==> src/rtl/y_serial_adder_if.sv <==
// Bus bundle for the bit-serial adder: operand/start request side and
// result/status side, plus the FSM state for observation.
//
// Handshake: a request is accepted on a rising clk edge where both start
// and ready are 1; a, b and cin are captured on that same edge. ready is
// low for the whole operation. done pulses for exactly one cycle when z,
// cout and v first show the new result, and ready returns on the next
// cycle. There is no back-pressure on the result side.
interface y_serial_adder_if #(
  parameter int WIDTH = 32
);
  logic             start;
  logic [WIDTH-1:0] a;
  logic [WIDTH-1:0] b;
  logic             cin;
  logic             ready;
  logic             busy;
  logic             done;
  logic [WIDTH-1:0] z;
  logic             cout;
  logic             v;
  logic [1:0]       state;

  modport slave (
    input  start, a, b, cin,
    output ready, busy, done, z, cout, v, state
  );

  modport master (
    output start, a, b, cin,
    input  ready, busy, done, z, cout, v, state
  );
endinterface

==> src/rtl/y_serial_adder.sv <==
// Bit-serial ripple adder: one full-adder bit per clock, LSB first.
// Operands are copied into private shift registers on the accepting edge,
// so they may change freely afterwards. Partial sums accumulate in a
// working register; z/cout/v are only updated on the final RUN cycle.
module y_serial_adder #(
  parameter int WIDTH = 32
) (
  input  logic            clk,
  input  logic            reset,
  y_serial_adder_if.slave bus
);

  localparam int CW = $clog2(WIDTH + 1);

  localparam logic [1:0] IDLE = 2'd0;
  localparam logic [1:0] RUN  = 2'd1;
  localparam logic [1:0] DONE = 2'd2;

  localparam logic [CW-1:0] LAST_BIT = CW'(WIDTH - 1);

  logic [1:0]       state_q, state_d;
  logic [WIDTH-1:0] a_sh_q, a_sh_d;
  logic [WIDTH-1:0] b_sh_q, b_sh_d;
  logic [WIDTH-1:0] acc_q, acc_d;
  logic             carry_q, carry_d;
  logic [CW-1:0]    cnt_q, cnt_d;
  logic [WIDTH-1:0] z_q, z_d;
  logic             cout_q, cout_d;
  logic             v_q, v_d;

  logic             sum_bit;
  logic             carry_nxt;

  // One full-adder slice on the current operand LSBs and the carry register.
  always_comb begin
    sum_bit   = a_sh_q[0] ^ b_sh_q[0] ^ carry_q;
    carry_nxt = (a_sh_q[0] & b_sh_q[0]) | (carry_q & (a_sh_q[0] ^ b_sh_q[0]));
  end

  // Next-state and datapath control for IDLE -> RUN (WIDTH cycles) -> DONE.
  always_comb begin
    state_d = state_q;
    a_sh_d  = a_sh_q;
    b_sh_d  = b_sh_q;
    acc_d   = acc_q;
    carry_d = carry_q;
    cnt_d   = cnt_q;
    z_d     = z_q;
    cout_d  = cout_q;
    v_d     = v_q;

    case (state_q)
      IDLE: begin
        if (bus.start) begin
          a_sh_d  = bus.a;
          b_sh_d  = bus.b;
          carry_d = bus.cin;
          cnt_d   = '0;
          acc_d   = '0;
          state_d = RUN;
        end
      end

      RUN: begin
        a_sh_d  = a_sh_q >> 1;
        b_sh_d  = b_sh_q >> 1;
        carry_d = carry_nxt;
        acc_d   = {sum_bit, acc_q[WIDTH-1:1]};
        cnt_d   = cnt_q + 1'b1;
        if (cnt_q == LAST_BIT) begin
          // carry_q here is the carry into the top bit, so v compares it
          // against the carry out of the top bit.
          z_d     = {sum_bit, acc_q[WIDTH-1:1]};
          cout_d  = carry_nxt;
          v_d     = carry_q ^ carry_nxt;
          state_d = DONE;
        end
      end

      DONE: begin
        state_d = IDLE;
      end

      default: begin
        state_d = IDLE;
      end
    endcase
  end

  // State and datapath registers; reset aborts any operation in flight.
  always_ff @(posedge clk or posedge reset) begin
    if (reset) begin
      state_q <= IDLE;
      a_sh_q  <= '0;
      b_sh_q  <= '0;
      acc_q   <= '0;
      carry_q <= 1'b0;
      cnt_q   <= '0;
      z_q     <= '0;
      cout_q  <= 1'b0;
      v_q     <= 1'b0;
    end else begin
      state_q <= state_d;
      a_sh_q  <= a_sh_d;
      b_sh_q  <= b_sh_d;
      acc_q   <= acc_d;
      carry_q <= carry_d;
      cnt_q   <= cnt_d;
      z_q     <= z_d;
      cout_q  <= cout_d;
      v_q     <= v_d;
    end
  end

  // Status decodes straight from the state register.
  always_comb begin
    bus.ready = (state_q == IDLE);
    bus.busy  = (state_q == RUN);
    bus.done  = (state_q == DONE);
    bus.z     = z_q;
    bus.cout  = cout_q;
    bus.v     = v_q;
    bus.state = state_q;
  end

endmodule

==> src/flat_wrapper.sv <==
// flat-port wrapper written by rule: the top's interface ports become plain ports
module y_serial_adder_flat 
#(
  parameter int WIDTH = 32
)
  (clk, reset, bus_start, bus_a, bus_b, bus_cin, bus_ready, bus_busy, bus_done, bus_z, bus_cout, bus_v, bus_state);
  y_serial_adder_if #(.WIDTH(WIDTH)) bus_i ();
  input  logic clk;
  input  logic reset;
  input wire logic [$bits(bus_i.start)-1:0] bus_start;
  input wire logic [$bits(bus_i.a)-1:0] bus_a;
  input wire logic [$bits(bus_i.b)-1:0] bus_b;
  input wire logic [$bits(bus_i.cin)-1:0] bus_cin;
  output wire logic [$bits(bus_i.ready)-1:0] bus_ready;
  output wire logic [$bits(bus_i.busy)-1:0] bus_busy;
  output wire logic [$bits(bus_i.done)-1:0] bus_done;
  output wire logic [$bits(bus_i.z)-1:0] bus_z;
  output wire logic [$bits(bus_i.cout)-1:0] bus_cout;
  output wire logic [$bits(bus_i.v)-1:0] bus_v;
  output wire logic [$bits(bus_i.state)-1:0] bus_state;
  assign bus_i.start = bus_start;
  assign bus_i.a = bus_a;
  assign bus_i.b = bus_b;
  assign bus_i.cin = bus_cin;
  assign bus_ready = bus_i.ready;
  assign bus_busy = bus_i.busy;
  assign bus_done = bus_i.done;
  assign bus_z = bus_i.z;
  assign bus_cout = bus_i.cout;
  assign bus_v = bus_i.v;
  assign bus_state = bus_i.state;
  y_serial_adder #(.WIDTH(WIDTH)) u_core (.clk(clk), .reset(reset), .bus(bus_i));
endmodule
==> config.mk <==
export PLATFORM = sky130hd
export DESIGN_NAME = y_serial_adder_flat
export DESIGN_NICKNAME = d
export VERILOG_FILES = /design/src/rtl/y_serial_adder_if.sv /design/src/rtl/y_serial_adder.sv /design/src/flat_wrapper.sv
export SDC_FILE = /design/constraint.sdc
export NUM_CORES = 1
export LEC_CHECK = 0
export ABC_AREA = 1
export BUFFER_PORTS_ARGS = -buffer_cell sky130_fd_sc_hd__buf_2
export CAP_MARGIN = 30
export CORE_ASPECT_RATIO = 1.1
export CORE_MARGIN = 10
export CORE_UTILIZATION = 25
export CTS_CLUSTER_DIAMETER = 60
export DETAILED_ROUTE_END_ITERATION = 10
export GPL_ROUTABILITY_DRIVEN = 0
export SLEW_MARGIN = 10
export SYNTH_ARGS = -nofsm -noshare
export SYNTH_HDL_FRONTEND = slang
export SYNTH_SLANG_ARGS = --single-unit
==> constraint.sdc <==
create_clock -name clk -period 4.8 [get_ports clk]
set_input_delay 0.24 -clock clk [delete_from_list [all_inputs] [get_ports clk]]
set_output_delay 0.24 -clock clk [all_outputs]
set_load 0.01 [all_outputs]
==> results.toml <==
[status]
outcome = "finished clean"

[timing]
finalSetupTns_ns = 0
tightest_slew_ns = 0.828
clock_skew_ns = 0.00893
period_needed_ns = 2.34
relSlewSlack = 0.447
setup_viol = 0
grt_setup_unrepaired = "no"
min_period_over_period = 0.487
maxSlewViolCount = 0
fmax_mhz = 428
report.final.hold_viol_count = 0

[clock_network]
h-tree-depth = 4
cts_made_buffers = 17
clock_latency_ns = 0.42
clock_path_buffers = 2
clk_pin_slew_worst_paths_ns = 0.06
numClockSinks = 138
cts_root_buf = "clkbuf_16"
cts_tree = "built"

[logic_synthesis]
ys_ff_latch = 138
syn-cell-area_sq_um = 5810
avgSynthCellArea_sq_um = 8.94
synth_cell_type_count = 21
syn_inst = 650
synth_top_cell_by_area = "dfrtp_1"
yosys_warnings = 0
synthTopCellsByArea = "dfrtp_1 (59%), nand2_1 (18%), nand3_1 (8.6%)"
synth_nets = 720
yosysSeqAreaShare = 0.595
synth_top_area_frac = 0.595

[pwr]
switching_share = 0.343
p_sw_mw = 1.57
pwr-share-seq = 0.417
ir_drop_v = 0.000267
leakage_nw = 3.51
p_int_mw = 3.01
p_per_area_nw_per_um2 = 637
clkPwrFrac = 0.317
pwr-share-comb = 0.267

[layout]
fill_cells = 2455
mostFrequentLayoutCells = "nand2_1 (276), dfrtp_1 (138), buf_2 (106)"
fin_nets = 815
drive_gt1_frac = 0.206
fin_area_sq_um = 7190
syn2layout_area_growth_pct = 23.8
antenna_cells = 0
layout_commonest_cell = "nand2_1"

[global_routing]
grt_max_degree = 108
grt_pass1_vias = 4642
antenna_found_initial = 2
grt_pass1_wl_um = 24000
grt_usage = 0.0984
grt_overflow = 0

[critical_path]
critical_path_class = "register to register"
start_kind = "register"
arrival_ns = 2.69
critical_path.max_fanout = 46
worstPathRequired_ns = 5.15
crit_path_end_kind = "register"

[placed_design]
dpl-instance-area_sq_um = 6500
hpwl_um = 9590
io_buffers = 106

[die]
fp.dieW_um = 165
io_pins = 107
core_area_sq_um = 22900
dieArea_sq_um = 29700
num_rows = 58
die_y_um = 180
start_util = 0.254

[route]
drc = 0
vias_per_cell = 4.24
routed_wl_um = 14400
ant_nets = 0
vias = 4491
wire_per_inst_um = 13.6
drt_iter0_drc = 279
firstDrtPassIters = 5

[run]
drv_cap = 0

[worst_hold_path]
hold_path_class = "input port to register"
-- power groups by stage --
stage	combinational (mW)	sequential (mW)	clock [mW]
finish	1.22	1.91	1.45
detailed placement	1.25	1.92	0
floorplan	0.892	1.92	0
global placement	1.20	1.92	0
global route	1.42	1.98	1.54
CTS	1.25	1.91	1.49
-- Yosys cell counts, drive strengths merged --
library cell / number
inv: 44
o211ai: 3
clkbuf: 5
fa: 1
nand2: 280
nand3: 101
o21ai: 8
ha: 1
dfrtp: 138
buf: 32
o22ai: 29
xor2: 1
nand4: 1
nor2: 6
-- repair_timing --
action,in CTS,in global routing
buffers inserted,0,0
endpoints found under the hold margin,0,21
gates resized for setup,0,0
hold buffers,0,1
-- logic make-up (layout without fill, tap and decap cells) --
| logic type | count (synthesis) | after routing | share of synthesized area |
|---|---|---|---|
| AOI/OAI and AO/OA | 40 | 40 | 0.0420 |
| xor gates and xnor gates | 1 | 1 | 0.00151 |
| adders and majority gates | 2 | 2 | 0.00560 |
| buffers and inverters | 81 | 189 | 0.0765 |
| DFF | 138 | 138 | 0.595 |
| and+or+nand+nor | 388 | 388 | 0.280 |
-- layer usage --
| layer | global-route usage | vias up | part of all wire |
|---|---|---|---|
| li1 | - | 2266 | - |
| met1 | 0.132 | 2090 | 0.48 |
| met2 | 0.146 | 118 | 0.43 |
| met3 | 0.0363 | 13 | 0.074 |
| met4 | 0.0257 | 4 | 0.0074 |
| met5 | 0 | - | 0.0015 |
-- worst paths after layout --
check | startpoint | endpoint | slack [ns] | depth (start not counted)
worst max-delay path | u_core.bus.state[1]$_DFFE_PP0P_ | u_core.b_sh_q[4]$_DFFE_PP0P_ | 2.46 | 7
worst max register to register | u_core.bus.state[1]$_DFFE_PP0P_ | u_core.b_sh_q[4]$_DFFE_PP0P_ | 2.46 | 7
worst min register to register | u_core.bus.z[27]$_DFFE_PP0P_ | u_core.bus.z[27]$_DFFE_PP0P_ | 0.47 | 2
min in group asynchronous | reset | u_core.bus.z[26]$_DFFE_PP0P_ | 0.30 | 3
max in group asynchronous | reset | u_core.acc_q[23]$_DFFE_PP0P_ | 3.35 | 5
worst min-delay path | bus_a[10] | u_core.a_sh_q[10]$_DFFE_PP0P_ | 0.04 | 3
-- stage by stage --
step | instances | util | hold WS (ns) | power (mW) | setup slack [ns]
2_1_floorplan | 650 | - | 0.361 | 2.81 | 0.864
3_3_place_gp | 1022 | 0.283 | 0.449 | 3.12 | 2.25
3_5_place_dp | 1024 | 0.284 | 0.455 | 3.18 | 2.47
4_1_cts | 1056 | 0.313 | 0.0239 | 4.65 | 2.46
5_1_grt | 1058 | 0.315 | 0.0353 | 4.93 | 2.23
6_report | 1058 | 0.315 | 0.0383 | 4.58 | 2.46
-- flip-flops by register name, indices dropped and copies added, names as in the netlist --
| signal | count |
|---|---|
| u_core.a_sh_q | 32 |
| u_core.acc_q | 31 |
| u_core.bus.state | 2 |
| u_core.bus.cout | 1 |
| u_core.carry_q | 1 |
| u_core.bus.v | 1 |
| u_core.bus.z | 32 |
| u_core.b_sh_q | 32 |
| u_core.cnt_q | 6 |
-- cell type report --
type                            count  area (sq um)  share of cell area
Multi-Input combinational cell    431          1910               0.266
Clock inverter                     14           211              0.0294
Sequential cell                   138          3450               0.480
Timing Repair Buffer              113           631              0.0877
Clock buffer                       18           439              0.0611
Tap cell                          300           375              0.0522
Inverter                           44           170              0.0237
-- critical path: stages (launching register included) --
cell and delay [ns]:
dfrtp_1 0.44, inv_2 0.09, nand2_4 0.29, nand2_2 0.47, inv_2 0.49, buf_12 0.27, nand2_1 0.08, nand3_1 0.07
Note: power is estimated with default switching activity, not from simulation.
